--- config.mk ---
export PLATFORM = sky130hd
export DESIGN_NAME = fetch_unit
export DESIGN_NICKNAME = d
export VERILOG_FILES = /design/src/rtl/angstrom_pkg.sv /design/src/rtl/fetch_pc.sv /design/src/rtl/fetch_unit.sv
export SDC_FILE = /design/constraint.sdc
export NUM_CORES = 1
export LEC_CHECK = 0
export BUFFER_PORTS_ARGS = -buffer_cell sky130_fd_sc_hd__buf_4
export CORE_MARGIN = 5
export CORE_UTILIZATION = 46
export CTS_CLUSTER_DIAMETER = 150
export DETAILED_ROUTE_END_ITERATION = 10
export PLACE_DENSITY = 0.74
export SETUP_SLACK_MARGIN = 0.15
export SYNTH_ARGS = -nofsm -noshare
export SYNTH_HDL_FRONTEND = slang
export SYNTH_SLANG_ARGS = --single-unit
--- constraint.sdc ---
create_clock -name clk -period 1.5 [get_ports clk]
set_input_delay 0.45 -clock clk [delete_from_list [all_inputs] [get_ports clk]]
set_output_delay 0.45 -clock clk [all_outputs]
set_load 0.01 [all_outputs]
--- src/rtl/angstrom_pkg.sv ---
// Shared definitions for the angstrom core: opcode encodings and fetch FSM states.
package angstrom_pkg;

    localparam int unsigned OPCODE_W = 4;

    localparam logic [OPCODE_W-1:0] OP_LDA = 4'd0;
    localparam logic [OPCODE_W-1:0] OP_LDI = 4'd1;
    localparam logic [OPCODE_W-1:0] OP_STA = 4'd2;
    localparam logic [OPCODE_W-1:0] OP_INP = 4'd3;
    localparam logic [OPCODE_W-1:0] OP_OUT = 4'd4;
    localparam logic [OPCODE_W-1:0] OP_BRC = 4'd5;
    localparam logic [OPCODE_W-1:0] OP_BRZ = 4'd6;
    localparam logic [OPCODE_W-1:0] OP_JMP = 4'd7;
    localparam logic [OPCODE_W-1:0] OP_ADI = 4'd8;
    localparam logic [OPCODE_W-1:0] OP_ADD = 4'd9;
    localparam logic [OPCODE_W-1:0] OP_SUB = 4'd10;
    localparam logic [OPCODE_W-1:0] OP_AND = 4'd11;
    localparam logic [OPCODE_W-1:0] OP_ORR = 4'd12;
    localparam logic [OPCODE_W-1:0] OP_XOR = 4'd13;
    localparam logic [OPCODE_W-1:0] OP_LSL = 4'd14;
    localparam logic [OPCODE_W-1:0] OP_LSR = 4'd15;

    typedef enum logic [1:0] {
        IDLE  = 2'd0,
        FETCH = 2'd1,
        ISSUE = 2'd2
    } fetch_state_e;

endpackage

--- src/rtl/fetch_pc.sv ---
// Program counter: synchronous reset, increment with wrap, branch-target load.
module fetch_pc #(
    parameter int unsigned ADDR_W   = 8,
    parameter int unsigned RESET_PC = 0
) (
    input  logic              clk,
    input  logic              rst,
    input  logic              inc_i,
    input  logic              load_i,
    input  logic [ADDR_W-1:0] load_val_i,
    output logic [ADDR_W-1:0] pc_o
);

    logic [ADDR_W-1:0] pc_q;
    logic [ADDR_W-1:0] pc_d;

    // Next PC: a branch load wins; increment wraps naturally at 2^ADDR_W.
    always_comb begin
        pc_d = pc_q;
        if (load_i) begin
            pc_d = load_val_i;
        end else if (inc_i) begin
            pc_d = pc_q + ADDR_W'(1);
        end
    end

    // PC register.
    always_ff @(posedge clk) begin
        if (rst) begin
            pc_q <= ADDR_W'(RESET_PC);
        end else begin
            pc_q <= pc_d;
        end
    end

    assign pc_o = pc_q;

endmodule

--- src/rtl/fetch_unit.sv ---
// Instruction fetch/issue sequencer: PC, imem request/ack handshake, instruction register.
// Optional feature macro: FETCH_RETIRE_CNT_EN adds a 16-bit retired-instruction counter.
// OPR_W must not exceed ADDR_W (branch target is the zero-extended operand).
module fetch_unit
    import angstrom_pkg::*;
#(
    parameter int unsigned ADDR_W   = 8,
    parameter int unsigned OPR_W    = 4,
    parameter int unsigned RESET_PC = 0
) (
    input  logic                      clk,
    input  logic                      rst,
    input  logic                      run,
    output logic                      imem_req,
    output logic [ADDR_W-1:0]         imem_addr,
    input  logic                      imem_ack,
    input  logic [OPCODE_W+OPR_W-1:0] imem_data,
    output logic [OPCODE_W-1:0]       ir_opcode,
    output logic [OPR_W-1:0]          ir_operand,
    output logic                      ir_valid,
    input  logic                      exec_done,
    input  logic                      br_taken,
    output logic [ADDR_W-1:0]         pc,
    output logic                      busy
`ifdef FETCH_RETIRE_CNT_EN
    ,
    output logic [15:0]               retire_cnt
`endif
);

    fetch_state_e          state_q;
    logic [OPCODE_W-1:0]   ir_opcode_q;
    logic [OPR_W-1:0]      ir_operand_q;
    logic                  ir_valid_q;
    logic                  imem_req_q;
    logic                  busy_q;

    logic                  pc_inc;
    logic                  pc_load;
    logic                  retire;

    // PC strobes: advance on a completed fetch, redirect on a taken branch at retire.
    assign retire  = (state_q == ISSUE) && exec_done;
    assign pc_inc  = (state_q == FETCH) && imem_ack;
    assign pc_load = retire && br_taken;

    fetch_pc #(
        .ADDR_W   (ADDR_W),
        .RESET_PC (RESET_PC)
    ) u_pc (
        .clk        (clk),
        .rst        (rst),
        .inc_i      (pc_inc),
        .load_i     (pc_load),
        .load_val_i (ADDR_W'(ir_operand_q)),
        .pc_o       (pc)
    );

    // Sequencer FSM with registered handshake, IR and status outputs.
    always_ff @(posedge clk) begin
        if (rst) begin
            state_q      <= IDLE;
            ir_opcode_q  <= '0;
            ir_operand_q <= '0;
            ir_valid_q   <= 1'b0;
            imem_req_q   <= 1'b0;
            busy_q       <= 1'b0;
        end else begin
            case (state_q)
                IDLE: begin
                    if (run) begin
                        state_q    <= FETCH;
                        imem_req_q <= 1'b1;
                        busy_q     <= 1'b1;
                    end
                end
                FETCH: begin
                    if (imem_ack) begin
                        ir_opcode_q  <= imem_data[OPCODE_W+OPR_W-1:OPR_W];
                        ir_operand_q <= imem_data[OPR_W-1:0];
                        ir_valid_q   <= 1'b1;
                        imem_req_q   <= 1'b0;
                        state_q      <= ISSUE;
                    end
                end
                ISSUE: begin
                    if (exec_done) begin
                        ir_valid_q <= 1'b0;
                        if (run) begin
                            state_q    <= FETCH;
                            imem_req_q <= 1'b1;
                        end else begin
                            state_q <= IDLE;
                            busy_q  <= 1'b0;
                        end
                    end
                end
                default: begin
                    state_q    <= IDLE;
                    ir_valid_q <= 1'b0;
                    imem_req_q <= 1'b0;
                    busy_q     <= 1'b0;
                end
            endcase
        end
    end

`ifdef FETCH_RETIRE_CNT_EN
    logic [15:0] retire_cnt_q;

    // Retired-instruction counter, wraps at 16 bits.
    always_ff @(posedge clk) begin
        if (rst) begin
            retire_cnt_q <= '0;
        end else if (retire) begin
            retire_cnt_q <= retire_cnt_q + 16'd1;
        end
    end

    assign retire_cnt = retire_cnt_q;
`endif

    assign imem_req   = imem_req_q;
    assign imem_addr  = pc;
    assign ir_opcode  = ir_opcode_q;
    assign ir_operand = ir_operand_q;
    assign ir_valid   = ir_valid_q;
    assign busy       = busy_q;

endmodule

* Yosys cells after proc, flatten, opt, wreduce, memory -nomap -nowiden
Cells that the tools add are included.
Storage, ports and cells: bits in registers 21, latch bits 0, memory bits (writable) 0, memory bits (read-only) 0, output and inout port bits 27, logic and storage cells 46, memories 0
Cells by class: $add $sub $neg 1, multipliers 0, div/mod/pow operators 0, order comparisons 0, equal/unequal tests 6, shift operators 0, mux-type cells 18, bitwise operators 2, reduce and logical (&&, ||, !) cells 11
Operator list (count):
- $mux 1 | 9
- $pmux 1 s3 | 3
- $add 8x1->8 const B | 1
- $mux 4 | 2
- $ne 2x2->1 const B | 4
- $mux 2 | 3
- $pmux 2 s3 | 1
- $reduce_and 3->1 | 2
- $reduce_and 2->1 | 2
- $reduce_and 4->1 | 1
- $logic_and 1x1->1 | 3
- $eq 2x1->1 const B | 1
- $eq 2x2->1 const B | 1
- $logic_not 2->1 | 1
- $not 1->1 | 2
- $reduce_bool 2->1 | 1
- $reduce_or 2->1 | 1

* Depth between registers and ports, before layout
Gate-level depths: netlist of run 1.
depth in word-level cells 4, mapped depth 5, mapped depth without buffers 4

* Hierarchy
Synthesis of run 1 repeated with hierarchy kept, for this count alone.
Unflattened totals: cell total of the unflattened synthesis 126, area, all modules 1063.5 um^2
By module, submodules not included:
- fetch_unit | times used 1, cells each 73, area an instance 599.3 um^2, sequential area each 260.2 um^2
- fetch_pc | times used 1, cells each 53, area an instance 464.2 um^2, sequential area each 160.2 um^2

* Least setup slack after synthesis of run 1
Ideal clock, no wire load.
kind flip-flop to flip-flop, start point reg u_pc.pc_q[0] (netlist: u_pc.pc_o[0]), end point reg u_pc.pc_q[4] (netlist: u_pc.pc_o[4]), arrival time 1.309 ns, path slack 0.105 ns, stages on the path, launching flop included 5, cells stage by stage dfxtp_1 -> ha_1 -> nand4b_1 -> or3_1 -> a211oi_1
On the way: cells in the longest elaborated chain, start to end 1
RTL lines:
- start, declared | RTL line fetch_pc.sv:14 | logic [ADDR_W-1:0] pc_q;
- start signal, assigned | RTL line fetch_pc.sv:30 | pc_q <= ADDR_W'(RESET_PC);
- start signal, assigned | RTL line fetch_pc.sv:32 | pc_q <= pc_d;
- $add 8x1->8 | RTL line fetch_pc.sv:23 | pc_d = pc_q + ADDR_W'(1);
Every way passes these cells. A chain may end at the register's enable or synchronous reset.

* Worst setup path in the final report of run 1
Ends and elaborated chain as after synthesis.

==> impl_metrics.csv, run 1 <==
group,metric,value,unit
setup_path,startpoint_type,"register",
sta,tightest_slew,0.354,ns
clock_tree,cts_max_path_buffers,2,
sta,period_needed,1.36,ns
placed_design,post_dp_cell_area,1270,um2
power,ir_worst_vdd,0.812,mV
global_routing,grt_max_degree,22,
cells_and_area,antenna_cells,0,
min_path,hold_class,"input port to register",
setup_path,worstReg2RegStart,"u_pc.pc_o[0]",
logic_synthesis,synth_area_per_cell,8.42,um2
cells_and_area,fin_area,1390,um2
sta,setup_viol,0,
min_path,holdPathStages,3,
floorplanning,rows,16,
setup_path,ff2ff_path_depth,4,
logic_synthesis,synthesis.nets,131,
logic_synthesis,synth_seq_cells,21,
power,p_leak,0.587,nW
status,outcome,"finished, final reports clean",
sta,rsz0062_at_grt,"true",
placed_design,portBuffers,40,
global_routing,track_usage,16.1,%
setup_path,worstPathRequired,1.73,ns
setup_path,end_kind,"register",
drt,firstDrtPassIters,4,
global_routing,antenna_found_initial,0,
logic_synthesis,synth_cells,116,
clock_tree,cts_sinks,21,
floorplanning,pin_count,41,
drt,ant_nets,0,
min_path,hold_start,"imem_data[6]",
logic_synthesis,yosysWarnings,0,
sta,finClkSkew,0.00199,ns
placed_design,place_hpwl,1750,um
floorplanning,dieHeight,56.1,um
floorplanning,fp.dieW,56.1,um
global_routing,grt_pass1_wl,4150,um
placed_design,gp_congestion,0.750,
logic_synthesis,synth_cell_type_count,31,
drt,wire_per_inst,13.5,um
drt,vias,982,
cells_and_area,final_common_cell,"buf_4",
sta,max_freq,0.733,GHz
sta,slew_violations,0,
logic_synthesis,synth.cell_area,977,um2
drt,viasPerCell,5.40,
floorplanning,start_util,48.8,%
setup_path,path_class,"register to register",
sta,setup_tns,0,ns
floorplanning,core,2000,um2
cells_and_area,syn_to_final_growth,42.0,%
setup_path,crit_fanout,6,
sta,fin_crit_sh,90.9,%
setup_path,crit_path_start,"u_pc.pc_o[0]",
sta,relSlewSlack,76.4,%
global_routing,grt_overflow,0,
setup_path,cp.arrival,1.59,ns
cells_and_area,nFillCells,172,
cells_and_area,final_cell_mix,"buf_4 (40), nand2_1 (20), a21oi_1 (14)",
sta,final_hold_viol_count,0,
clock_tree,clockRootBuffer,"clkbuf_4",
global_routing,grt_pass1_vias,969,
cells_and_area,layout.nets,171,
run,drv_cap,0,
clock_tree,htree_levels,1,
floorplanning,die_area,3150,um2
drt,drc,0,
drt,dr.first_iter.drc_count,18,
logic_synthesis,yosysSeqAreaShare,43.0,%
clock_tree,hold_buffers,0,
drt,routed_wl,2450,um
cells_and_area,drive_gt1_share,42.6,%
clock_tree,cts_tree,"yes",
power,p_per_area,751,nW/um2
clock_tree,cts_made_buffers,3,
clock_tree,clkTransAtPathRegs,0.11,ns
clock_tree,clk_latency,0.29,ns
[worst paths after layout]
path	end	slack, ns
worst max-delay path	u_pc.pc_o[4]	0.14
worst min-delay path	ir_opcode[2]	0.39
worst min register to register	ir_opcode[2]	0.47
worst max register to register	u_pc.pc_o[4]	0.14
[stage by stage]
stage	instances	hold slack [ns]	power, mW	setup slack [ns]	util, %
after floorplan	116	0.481	0.699	0.172	-
after CTS	180	0.377	1.04	0.134	65.9
after global placement	175	0.444	0.777	0.0628	63.6
final	182	0.392	1.04	0.136	69.3
after detailed placement	175	0.450	0.782	0.0256	63.6
after global routing	182	0.383	1.10	0.0845	69.3
[flip-flops by register name, summed over array words and instances, names as in the netlist]
register,cells
ir_opcode,4
ir_operand,4
ir_valid,1
u_pc.pc_o,8
state_q,2
imem_req,1
busy,1
[worst max-delay path: stages, from the launching register on]
cell	delay, ns
dfxtp_4	0.40
ha_1	0.15
nand4b_1	0.16
or3_1	0.41
a211oi_2	0.18
[what timing repair did]
| item | in CTS | in global routing |
|---|---|---|
| gates resized for setup | 7 | 15 |
| hold endpoints to repair | 0 | 0 |
| pin swaps | 0 | 4 |
| gates cloned | 0 | 0 |
| buffers inserted | 1 | 2 |
| endpoints found under the setup margin | 8 | 12 |
[cell families after synthesis]
family / after synthesis / synth area share, %
adder cells (fa/ha/maj): 1 / 1.28
buffers and inverters: 16 / 9.60
multiplexers: 1 / 1.02
flip-flops: 21 / 43.0
AND/OR/NAND/NOR: 46 / 26.0
AO/OA/AOI/OAI: 31 / 19.1
[cell type report]
class	instances	area, um2	area share, %
well taps	27	33.8	2.43
repair buffers	49	402	28.9
inverters	2	7.51	0.541
clock buffers	4	26.3	1.89
multi-input cells	79	483	34.8
flip-flops and latches	21	435	31.4
[cells in the mapped netlist (all sizes together)]
library cell  instances  area share (%)
a31oi                 1            0.64
o211ai                1            0.77
clkbuf                5             1.9
or2b                  1            0.77
nor2                  2            0.77
dfxtp                21              43
nand2b                1            0.64
nand3b                2             2.8
buf                   9             6.9
o31ai                 1            0.77
nor2b                 2             1.3
mux2i                 1             1.0
and3b                 1            0.90
nand4b                2             1.8
o21bai                2             1.5
a2bb2oi               2             1.8
inv                   2            0.77
a21oi                14             7.2
a22oi                 2             1.5
a211oi                3             2.3
and2                  1            0.64
ha                    1             1.3
or4                   1            0.77
nand3                 6             3.1
nand4                 1            0.64
and4b                 1             1.0
or3                   4             2.6
nand2                20             7.7
o21ai                 5             2.6
nor4                  1            0.64
[power breakdown]
group,internal (mW),leakage (nW),total (mW),switching (mW)
sequential,0.580,0.175,0.602,0.0218
combinational,0.0959,0.397,0.176,0.0799
clock,0.103,0.0150,0.265,0.161
[per-layer routing]
layer	wire (um)	GRT usage, %	vias up
li1	-	-	484
met1	1010	18.8	455
met2	1220	28.0	41
met3	204	3.94	2
met4	15	6.10	0
met5	0	0	-
Note: power is estimated with default switching activity, not from simulation.
==> run 2: changes to the inputs <==
--- a/config.mk
+++ b/config.mk
@@ -5,12 +5,12 @@
 export SDC_FILE = /design/constraint.sdc
 export NUM_CORES = 1
 export LEC_CHECK = 0
-export BUFFER_PORTS_ARGS = -buffer_cell sky130_fd_sc_hd__buf_4
 export CORE_MARGIN = 5
-export CORE_UTILIZATION = 46
+export CORE_UTILIZATION = 50
 export CTS_CLUSTER_DIAMETER = 150
 export DETAILED_ROUTE_END_ITERATION = 10
-export PLACE_DENSITY = 0.74
+export DONT_BUFFER_PORTS = 1
+export PLACE_DENSITY = 0.62
 export SETUP_SLACK_MARGIN = 0.15
 export SYNTH_ARGS = -nofsm -noshare
 export SYNTH_HDL_FRONTEND = slang
==> run 2 against run 1 <==
  * Via count fell by 13%
  * Critical path depth did not move
  * Clock skew rose by 0.0032 ns
  * Utilization fell by 10 points
  * Critical endpoint is now u_pc.pc_o[6]
  * Non-clock buffer count fell by 33
  * Fmax rose by 0.92%
  * First-iteration DRC count fell by 44%
  * Wire length fell by 12%
  * Clock-buffer cell count fell by 1
  * Total power fell by 5.6%
  * Sequential cell count did not move
  * Sequential share of layout area rose by 7.3 points
==> impl_metrics.csv, run 2 (same netlist as run 1, synthesis figures left out) <==
group,metric,value,unit
drt,routed_wl,2160,um
run,drv_cap,0,
floorplanning,dieHeight,54.2,um
global_routing,grt_max_degree,22,
floorplanning,core,1900,um2
sta,fin_crit_sh,90.1,%
global_routing,grt_pass1_wl,3450,um
cells_and_area,syn_to_final_growth,15.1,%
drt,wire_per_inst,14.5,um
setup_path,worstPathRequired,1.73,ns
global_routing,antenna_found_initial,0,
setup_path,cp.arrival,1.58,ns
placed_design,pre_cts_slack,0.141,ns
global_routing,grt_pass1_vias,794,
clock_tree,clkTransAtPathRegs,0.13,ns
sta,finClkSkew,0.00522,ns
clock_tree,clk_latency,0.30,ns
cells_and_area,layout.nets,138,
power,switching_share,25.9,%
status,outcome,"finished, final reports clean",
clock_tree,hold_buffers,0,
placed_design,placedCellCount,140,
clock_tree,cts_sinks,21,
global_routing,track_usage,15.7,%
drt,drc,0,
clock_tree,clockRootBuffer,"clkbuf_4",
power,p_switching,0.255,mW
power,p_clk_share,28.1,%
sta,final_hold_viol_count,0,
setup_path,crit_fanout,5,
power,p_per_area,875,nW/um2
setup_path,end_kind,"register",
clock_tree,cts_made_buffers,3,
sta,period_needed,1.35,ns
sta,setup_viol,0,
sta,setup_tns,0,ns
floorplanning,pin_count,41,
clock_tree,cts_tree,"yes",
placed_design,portBuffers,0,
cells_and_area,instances_no_fill,149,
setup_path,startpoint_type,"register",
power,ir_worst_vdd,0.802,mV
placed_design,gp_congestion,0.751,
floorplanning,fp.dieW,54.2,um
drt,ant_nets,0,
cells_and_area,largest_reg_flops,8,
drt,vias,850,
floorplanning,rows,16,
min_path,hold_class,"input port to register",
power,power_frac_seq,62.2,%
sta,rsz0062_at_grt,"true",
drt,dr.first_iter.drc_count,10,
cells_and_area,final_common_cell,"nand2_1",
setup_path,path_class,"register to register",
drt,viasPerCell,5.70,
sta,max_freq,0.740,GHz
sta,relSlewSlack,75.0,%
sta,slew_violations,0,
cells_and_area,final_cell_mix,"nand2_1 (20), a21oi_1 (14), dfxtp_1 (13), buf_4 (13)",
power,comb_power_share,9.6,%
clock_tree,htree_levels,1,
placed_design,place_hpwl,1510,um
power,p_leak,0.413,nW
cells_and_area,drive_gt1_share,27.0,%
sta,fin_ws,0.148,ns
global_routing,grt_overflow,0,
cells_and_area,antenna_cells,0,
floorplanning,start_util,51.4,%
clock_tree,cts_max_path_buffers,2,
power,p_int,0.729,mW
sta,tightest_slew,0.371,ns
drt,firstDrtPassIters,3,
floorplanning,die_area,2940,um2
==> run 2: final timing paths <==
check,start,endpoint,slack (ns),cells after the start
worst max-delay path,u_pc.pc_o[0],u_pc.pc_o[6],0.15,4
worst min-delay path,rst,u_pc.pc_o[0],0.20,1
worst max register to register,u_pc.pc_o[0],u_pc.pc_o[6],0.15,4
worst min register to register,ir_opcode[0],ir_opcode[0],0.51,2
==> run 2: routing by layer <==
metal	wire length (um)	GRT usage [%]
met5	0	0
met4	6	3.32
met3	177	5.72
met2	1020	25.5
met1	949	19.8
==> run 2: power by group through the flow <==
stage	sequential, mW	combinational, mW	clock (mW)
after floorplan	0.620	0.0789	0
after global placement	0.626	0.0850	0
after detailed placement	0.626	0.0867	0
after CTS	0.614	0.0874	0.276
after global routing	0.617	0.108	0.304
final	0.613	0.0948	0.277
==> run 2: area by class of cell <==
class | instances | area (um2)
clock buffer | 3 | 22.5
clock inverter | 1 | 5.00
sequential | 21 | 435
multi-input combinational | 79 | 489
tap | 27 | 33.8
timing repair buffer | 16 | 131
fill | 177 | 777
inverter | 2 | 7.51
==> run 2: metrics by stage <==
step,utilization [%],hold slack [ns],instance area (um2),power [mW]
after detailed placement,53.1,0.472,1010,0.713
after global routing,59.1,0.174,1120,1.03
final,59.1,0.196,1120,0.984
after CTS,55.6,0.190,1060,0.978
after global placement,53.1,0.467,1010,0.711
after floorplan,-,0.481,980,0.699
==> run 2: worst max-delay path, cell delays in order (launching register included) <==
cell	delay, ns
dfxtp_4	0.40
ha_4	0.13
nand4b_1	0.16
or3_1	0.41
a211oi_2	0.18
==> run 2: repair_timing <==
item / 4_1_cts / 5_1_grt
resized for setup: 6 / 11
hold endpoints to repair: 0 / 0
setup endpoints to repair: 5 / 13
setup buffers: 1 / 4
pin swaps: 0 / 5
